**config.mk**
```make
export PLATFORM = sky130hd
export DESIGN_NAME = tx_pkt_gen_250_flat
export DESIGN_NICKNAME = d
export VERILOG_FILES = /design/src/rtl/tx_pkt_gen_250_pkg.sv /design/src/rtl/tx_pkt_gen_250_if.sv /design/src/rtl/tx_pkt_gen_250_csum.sv /design/src/rtl/tx_pkt_gen_250.sv /design/src/flat_wrapper.sv
export SDC_FILE = /design/constraint.sdc
export NUM_CORES = 1
export LEC_CHECK = 0
export CAP_MARGIN = 0
export CELL_PAD_IN_SITES_DETAIL_PLACEMENT = 2
export CELL_PAD_IN_SITES_GLOBAL_PLACEMENT = 2
export CORE_AREA = 2 2 371 373
export DETAILED_ROUTE_END_ITERATION = 7
export DIE_AREA = 0 0 373 375
export PLACE_DENSITY_LB_ADDON = 0.1
export SYNTH_ARGS = -nofsm -noshare
export SYNTH_HDL_FRONTEND = slang
export SYNTH_SLANG_ARGS = --single-unit
```
**constraint.sdc**
```tcl
create_clock -name axis_aclk -period 27.3 [get_ports axis_aclk]
set_clock_uncertainty 0.05 [all_clocks]
set_input_delay 5.46 -clock axis_aclk [delete_from_list [all_inputs] [get_ports axis_aclk]]
set_output_delay 5.46 -clock axis_aclk [all_outputs]
set_load 0.005 [all_outputs]
```
**src/rtl/tx_pkt_gen_250_pkg.sv**
```systemverilog
// pkt_gen_pkg: shared types, protocol constants and frame offsets for the UDP/IPv4 generator
package pkt_gen_pkg;
  localparam int DATA_WIDTH = 512;
  localparam int KEEP_WIDTH = DATA_WIDTH / 8;
  localparam logic [15:0] ETHERTYPE_IPV4 = 16'h0800;
  localparam logic [7:0] IP_PROTO_UDP = 8'd17;
  localparam int MIN_LEN = 60;
  localparam int MAX_LEN = 1514;
  localparam int HDR_BYTES = 42;
  localparam int OFF_ETHERTYPE = 12;
  localparam int OFF_IP_LEN = 16;
  localparam int OFF_IP_ID = 18;
  localparam int OFF_IP_CSUM = 24;
  localparam int OFF_UDP_LEN = 38;
  typedef enum logic [1:0] {IDLE, CALC, SEND, GAP} state_t;
  typedef struct packed {
    logic [47:0] dst_mac;
    logic [47:0] src_mac;
    logic [31:0] ip_src;
    logic [31:0] ip_dst;
    logic [31:0] pkt_count;
    logic [15:0] l4_src;
    logic [15:0] l4_dst;
    logic [15:0] tuser_src;
    logic [15:0] tuser_dst;
    logic [15:0] gap;
    logic [10:0] len;
  } cfg_t;
  function automatic logic [10:0] clamp_len(input logic [15:0] l);
    return l < 16'(MIN_LEN) ? 11'(MIN_LEN) : l > 16'(MAX_LEN) ? 11'(MAX_LEN) : l[10:0];
  endfunction
endpackage

```
**src/rtl/tx_pkt_gen_250_if.sv**
```systemverilog
// tx_pkt_gen_250_if: 512-bit AXIS stream with size/src/dst tuser sidebands
interface tx_pkt_gen_250_if;
  import pkt_gen_pkg::*;
  logic tvalid;
  logic tready;
  logic tlast;
  logic [DATA_WIDTH-1:0] tdata;
  logic [KEEP_WIDTH-1:0] tkeep;
  logic [15:0] tuser_size;
  logic [15:0] tuser_src;
  logic [15:0] tuser_dst;
  modport master(output tvalid, tdata, tkeep, tlast, tuser_size, tuser_src, tuser_dst, input tready);
  modport slave(input tvalid, tdata, tkeep, tlast, tuser_size, tuser_src, tuser_dst, output tready);
endinterface

```
**src/rtl/tx_pkt_gen_250_csum.sv**
```systemverilog
// ipv4_csum: combinational 20-byte IPv4 header checksum with end-around carry fold
module ipv4_csum (
  input  logic [159:0] hdr,
  output logic [15:0]  csum
);
  logic [19:0] sum;
  logic [16:0] fold;
  always_comb begin
    sum = '0;
    for (int i = 0; i < 10; i++) sum = sum + 20'(hdr[16*i +: 16]);
    fold = 17'(sum[15:0]) + 17'(sum[19:16]);
    csum = ~(fold[15:0] + 16'(fold[16]));
  end
endmodule

```
**src/rtl/tx_pkt_gen_250.sv**
```systemverilog
// tx_pkt_gen_250: UDP/IPv4 frame generator on 512-bit AXIS; TX_PKT_GEN_CHECKSUM_EN enables the IPv4 header checksum
module tx_pkt_gen_250
  import pkt_gen_pkg::*;
(
  input  logic                    axis_aclk,
  input  logic                    box_rst,
  input  logic                    cfg_start,
  input  logic                    cfg_stop,
  input  logic [31:0]             cfg_pkt_count,
  input  logic [15:0]             cfg_pkt_len,
  input  logic [15:0]             cfg_gap,
  input  logic [47:0]             cfg_dst_mac,
  input  logic [47:0]             cfg_src_mac,
  input  logic [31:0]             cfg_ip_src,
  input  logic [31:0]             cfg_ip_dst,
  input  logic [15:0]             cfg_l4_src,
  input  logic [15:0]             cfg_l4_dst,
  input  logic [15:0]             cfg_tuser_src,
  input  logic [15:0]             cfg_tuser_dst,
  tx_pkt_gen_250_if.master        m_axis,
  output logic                    busy,
  output logic [31:0]             sent_cnt
);
`ifdef TX_PKT_GEN_CHECKSUM_EN
  localparam bit CSUM_EN = 1'b1;
`else
  localparam bit CSUM_EN = 1'b0;
`endif
  state_t state;
  cfg_t c;
  logic [15:0] seq, gap_cnt, csum_w, hdr_csum, tot_len, udp_len;
  logic [4:0] beat, bsel, last_beat;
  logic [6:0] rem;
  logic stop_pending, stop_now, done_w, load;
  logic [159:0] ip_hdr;
  logic [HDR_BYTES*8-1:0] hdr_be;
  logic [DATA_WIDTH-1:0] beat_data;
  logic [KEEP_WIDTH-1:0] last_keep;
  assign busy = state != IDLE;
  assign tot_len = 16'(c.len) - 16'd14;
  assign udp_len = 16'(c.len) - 16'd34;
  assign last_beat = 5'((c.len - 11'd1) >> 6);
  assign rem = {c.len[5:0] == 6'd0, c.len[5:0]};
  assign last_keep = {KEEP_WIDTH{1'b1}} >> (7'd64 - rem);
  assign bsel = state == CALC ? 5'd0 : beat;
  assign stop_now = stop_pending || cfg_stop;
  assign done_w = stop_now || (c.pkt_count != 32'd0 && sent_cnt + 32'd1 == c.pkt_count);
  assign load = state == CALC || (state == SEND && m_axis.tvalid && m_axis.tready && !m_axis.tlast);
  assign ip_hdr = {16'h4500, tot_len, seq, 16'h4000, 8'd64, IP_PROTO_UDP, 16'h0, c.ip_src, c.ip_dst};
  ipv4_csum u_csum (.hdr(ip_hdr), .csum(csum_w));
  // the checksum is captured straight into the beat-0 tdata register at the end of CALC
  assign hdr_csum = CSUM_EN ? csum_w : 16'h0;
  assign hdr_be = {c.dst_mac, c.src_mac, ETHERTYPE_IPV4, ip_hdr[159:80], hdr_csum, ip_hdr[63:0],
                   c.l4_src, c.l4_dst, udp_len, 16'h0};
  always_comb begin
    for (int j = 0; j < KEEP_WIDTH; j++) beat_data[8*j +: 8] = {bsel[1:0], 6'(j)};
    if (bsel == 5'd0)
      for (int i = 0; i < HDR_BYTES; i++) beat_data[8*i +: 8] = hdr_be[8*(HDR_BYTES-1-i) +: 8];
  end
  always_ff @(posedge axis_aclk)
    if (state == IDLE && cfg_start)
      c <= '{dst_mac: cfg_dst_mac, src_mac: cfg_src_mac, ip_src: cfg_ip_src, ip_dst: cfg_ip_dst,
             pkt_count: cfg_pkt_count, l4_src: cfg_l4_src, l4_dst: cfg_l4_dst,
             tuser_src: cfg_tuser_src, tuser_dst: cfg_tuser_dst, gap: cfg_gap,
             len: clamp_len(cfg_pkt_len)};
  always_ff @(posedge axis_aclk) begin
    if (box_rst) begin
      state <= IDLE;
      stop_pending <= 1'b0;
      sent_cnt <= '0;
      seq <= '0;
      beat <= '0;
      gap_cnt <= '0;
      m_axis.tvalid <= 1'b0;
      m_axis.tdata <= '0;
      m_axis.tkeep <= '0;
      m_axis.tlast <= 1'b0;
      m_axis.tuser_size <= '0;
      m_axis.tuser_src <= '0;
      m_axis.tuser_dst <= '0;
    end else begin
      if (state != IDLE && cfg_stop) stop_pending <= 1'b1;
      case (state)
        IDLE: begin
          stop_pending <= 1'b0;
          if (cfg_start) begin
            state <= CALC;
            sent_cnt <= '0;
            seq <= '0;
          end
        end
        CALC: state <= SEND;
        SEND: if (m_axis.tvalid && m_axis.tready && m_axis.tlast) begin
          m_axis.tvalid <= 1'b0;
          m_axis.tlast <= 1'b0;
          sent_cnt <= sent_cnt + 32'd1;
          seq <= seq + 16'd1;
          gap_cnt <= c.gap;
          state <= done_w ? IDLE : c.gap == 16'd0 ? CALC : GAP;
        end
        GAP: begin
          gap_cnt <= gap_cnt - 16'd1;
          state <= stop_now ? IDLE : gap_cnt == 16'd1 ? CALC : GAP;
        end
        default: state <= IDLE;
      endcase
      if (load) begin
        m_axis.tvalid <= 1'b1;
        m_axis.tdata <= beat_data;
        m_axis.tkeep <= bsel == last_beat ? last_keep : {KEEP_WIDTH{1'b1}};
        m_axis.tlast <= bsel == last_beat;
        m_axis.tuser_size <= 16'(c.len);
        m_axis.tuser_src <= c.tuser_src;
        m_axis.tuser_dst <= c.tuser_dst;
        beat <= bsel + 5'd1;
      end
    end
  end
endmodule

```
**src/flat_wrapper.sv**
```systemverilog
// flat-port wrapper written by rule: the top's interface ports become plain ports
module tx_pkt_gen_250_flat import pkt_gen_pkg::*;
  (axis_aclk, box_rst, cfg_start, cfg_stop, cfg_pkt_count, cfg_pkt_len, cfg_gap, cfg_dst_mac, cfg_src_mac, cfg_ip_src, cfg_ip_dst, cfg_l4_src, cfg_l4_dst, cfg_tuser_src, cfg_tuser_dst, busy, sent_cnt, m_axis_tvalid, m_axis_tdata, m_axis_tkeep, m_axis_tlast, m_axis_tuser_size, m_axis_tuser_src, m_axis_tuser_dst, m_axis_tready);
  tx_pkt_gen_250_if m_axis_i ();
  input  logic axis_aclk;
  input  logic box_rst;
  input  logic cfg_start;
  input  logic cfg_stop;
  input  logic [31:0] cfg_pkt_count;
  input  logic [15:0] cfg_pkt_len;
  input  logic [15:0] cfg_gap;
  input  logic [47:0] cfg_dst_mac;
  input  logic [47:0] cfg_src_mac;
  input  logic [31:0] cfg_ip_src;
  input  logic [31:0] cfg_ip_dst;
  input  logic [15:0] cfg_l4_src;
  input  logic [15:0] cfg_l4_dst;
  input  logic [15:0] cfg_tuser_src;
  input  logic [15:0] cfg_tuser_dst;
  output logic busy;
  output logic [31:0] sent_cnt;
  output wire logic [$bits(m_axis_i.tvalid)-1:0] m_axis_tvalid;
  output wire logic [$bits(m_axis_i.tdata)-1:0] m_axis_tdata;
  output wire logic [$bits(m_axis_i.tkeep)-1:0] m_axis_tkeep;
  output wire logic [$bits(m_axis_i.tlast)-1:0] m_axis_tlast;
  output wire logic [$bits(m_axis_i.tuser_size)-1:0] m_axis_tuser_size;
  output wire logic [$bits(m_axis_i.tuser_src)-1:0] m_axis_tuser_src;
  output wire logic [$bits(m_axis_i.tuser_dst)-1:0] m_axis_tuser_dst;
  input wire logic [$bits(m_axis_i.tready)-1:0] m_axis_tready;
  assign m_axis_tvalid = m_axis_i.tvalid;
  assign m_axis_tdata = m_axis_i.tdata;
  assign m_axis_tkeep = m_axis_i.tkeep;
  assign m_axis_tlast = m_axis_i.tlast;
  assign m_axis_tuser_size = m_axis_i.tuser_size;
  assign m_axis_tuser_src = m_axis_i.tuser_src;
  assign m_axis_tuser_dst = m_axis_i.tuser_dst;
  assign m_axis_i.tready = m_axis_tready;
  tx_pkt_gen_250 u_core (.axis_aclk(axis_aclk), .box_rst(box_rst), .cfg_start(cfg_start), .cfg_stop(cfg_stop), .cfg_pkt_count(cfg_pkt_count), .cfg_pkt_len(cfg_pkt_len), .cfg_gap(cfg_gap), .cfg_dst_mac(cfg_dst_mac), .cfg_src_mac(cfg_src_mac), .cfg_ip_src(cfg_ip_src), .cfg_ip_dst(cfg_ip_dst), .cfg_l4_src(cfg_l4_src), .cfg_l4_dst(cfg_l4_dst), .cfg_tuser_src(cfg_tuser_src), .cfg_tuser_dst(cfg_tuser_dst), .m_axis(m_axis_i), .busy(busy), .sent_cnt(sent_cnt));
endmodule
```
==> results.yml <==
worst_setup_path:
  cp_max_fo: 83
  crit_required_ns: 27.57
  criticalPathCategory: "in2reg"
  arrival_ns: 9.92
  crit_path_end_kind: "register"
  cp-start-kind: "input port"
floorplanning:
  io_pins: 952
  dieArea_mm2: 0.140
  core_mm2: 0.136
  initial_core_util_pct: 20.8
  die_h_um: 375
  die_x_um: 373
  rows: 136
grt:
  grt.overflow.total: 0
  antenna_found_initial: 23
  grt.total_usage_pct: 16.9
  grt_pass1_vias: 24700
  grt_max_degree: 162
  grt_pass1_wl_mm: 176
layout:
  final_cell_mix: "863 x clkdlybuf4s50_1, 425 x dfxtp_1, 334 x nor2_1, 283 x edfxtp_1, 182 x nand2_1"
  final_core_util_pct: 29.5
  final_common_cell: "clkdlybuf4s50_1"
  drive_above_1_share_pct: 6.23
  area_growth_pct: 41.5
  stdcell_count: 5166
  final_nets: 3600
  nFillCells: 14700
clock_tree:
  root_buffer: "clkbuf_16"
  cts_buffers: 90
  htree_levels: 3
  clk_latency_ns: 0.68
  cts_tree: "yes"
  clk_pin_slew_ns: 0.06
  postCtsSetupBuffers: 0
  postCtsResizedCells: 0
  clockBufferDepth: 3
  numClockSinks: 709
  cts_hold_buf: 0
outcome:
  status: "complete, no violations"
timing:
  fin_crit_sh_pct: 35.3
  setup_slack_ns: 17.65
  finalSetupViolCount: 0
  hold_violations: 0
  tns_ns: 0
  relSlewSlack_pct: 23.9
  clock.fmax_mhz: 104
  slew_viol_final: 0
  rsz0062_at_grt: "false"
  period_needed_ns: 9.65
  worst_pin_slew_ns: 1.14
placed_design:
  globalplace.congestion: 0.753
  dpl_worst_slack_ns: 16.71
  io_buffers: 864
  hpwl_mm: 84.5
  place_inst: 4996
synth:
  synth-main-ff-cell: "dfxtp_1"
  yosys_warnings: 0
  synth_cells: 2686
  avgSynthCellArea_um2: 10.6
  ys_types: 71
  synth_area_leaders: "dfxtp_1 30%, edfxtp_1 30%, buf_4 7.2%, nor2_1 4.5%, a22oi_1 3.6%"
  netlist.area_leader.share_pct: 30.0
  synth_area_mm2: 0.0284
  synthArstFlopShare_pct: 0
  yosysSeqAreaShare_pct: 59.9
  ys_ff_latch: 709
  synth_largest_area_cell: "dfxtp_1"
  synth-edff-count: 283
min_path:
  worstHoldPathType: "reg2reg"
route:
  drtIter0Drc: 823
  ant_nets: 0
  drc: 0
  num_vias: 22800
  routed_wl_mm: 122
  vias_per_cell: 4.42
  drt-pass1-iter-count: 4
  wl_per_cell_um: 23.6
power_and_ir_drop:
  peakVddDrop_uv: 42.2
  p_per_area_mw_per_mm2: 70.1
  p_leak_nw: 13.8
job:
  maxCapViolations: 0
-- Yosys cell counts (all sizes together) (32+ instances only) --
library cell  instances
o21ai                53
o21bai               32
edfxtp              283
nand3                46
a21oi               179
clkbuf              165
dfxtp               426
o22ai                71
xor2                 37
nor4                 35
nand2               184
nor3                 76
nor2                339
a22oi               136
a211oi               65
buf                 291
xnor2                52
-- power by group --
part	switching [mW]	internal (mW)
clock	0.504	0.718
sequential	0.0429	1.19
combinational	0.188	0.179
total	0.735	2.08
-- area by class of cell --
class / count / area [um2] / share of cell area (%)
sequential: 709 / 17000 / 42.4
multi-input combinational: 1592 / 8950 / 22.3
timing repair buffer: 886 / 8860 / 22.0
clock buffer: 132 / 2660 / 6.62
tap: 1794 / 2240 / 5.58
clock inverter: 36 / 395 / 0.983
inverter: 15 / 63.8 / 0.159
antenna: 2 / 5.00 / 0.0124
-- layer usage --
metal  global-route usage (%)  up-vias  part of all wire, %
li1                         -    10400                    -
met4                     4.53       36                  2.4
met3                     6.43      185                  7.8
met5                        0        -                 0.20
met1                     19.4    11500                   41
met2                     29.1      688                   49
-- path summary, 6_finish.rpt --
path	from	endpoint	slack (ns)	depth (start not counted)
worst min register to register	u_core.m_axis.tuser_size[5]$_SDFFE_PP0N_	u_core.m_axis.tuser_size[5]$_SDFFE_PP0N_	0.40	2
worst min-delay path	u_core.m_axis.tuser_size[5]$_SDFFE_PP0N_	u_core.m_axis.tuser_size[5]$_SDFFE_PP0N_	0.40	2
worst max register to register	u_core.state[1]$_SDFFE_PP0P_	u_core.c[89]$_DFFE_PP_	22.06	6
worst max-delay path	cfg_start	u_core.c[89]$_DFFE_PP_	17.65	6
-- sequential cells by signal, summed over array words and instances (netlist names) --
signal and count:
u_core.beat 5, u_core.c 283, u_core.gap_cnt 16, u_core.m_axis.tdata 245
u_core.m_axis.tkeep 64, u_core.m_axis.tlast 1, u_core.m_axis.tuser_dst 16, u_core.m_axis.tuser_size 11
u_core.m_axis.tuser_src 16, u_core.m_axis.tvalid 1, u_core.sent_cnt 32, u_core.seq 16
u_core.state 2, u_core.stop_pending 1
-- per-stage QoR --
step / hold WS (ns) / instance area, um2 / power [mW]
2_1_floorplan: 0.398 / 28700 / 1.42
6_report: 0.400 / 40200 / 2.82
3_5_place_dp: 0.397 / 37100 / 1.63
4_1_cts: 0.405 / 40200 / 2.88
3_3_place_gp: 0.391 / 37100 / 1.62
5_1_grt: 0.420 / 40200 / 2.95
-- worst max-delay path, cell delays in order --
cell	delay [ns]
clkdlybuf4s50_1	0.55
nand2_1	0.39
inv_8	0.59
buf_4	0.88
buf_4	0.88
buf_4	0.88
-- kinds of logic (layout without fill, tap and decap cells) --
group                      Yosys count  count (layout)  synth area share [%]
xor gates and xnor gates            89              89                  2.74
muxes                                4               4                 0.150
AOI/OAI and AO/OA                  597             597                  13.5
buffers and inverters              471            1069                  10.0
DFF                                709             709                  59.9
and+or+nand+nor                    802             802                  13.1
other                                1              89                0.0132
adders and majority gates           13              13                 0.573
Power figures use the tool's default switching activity.
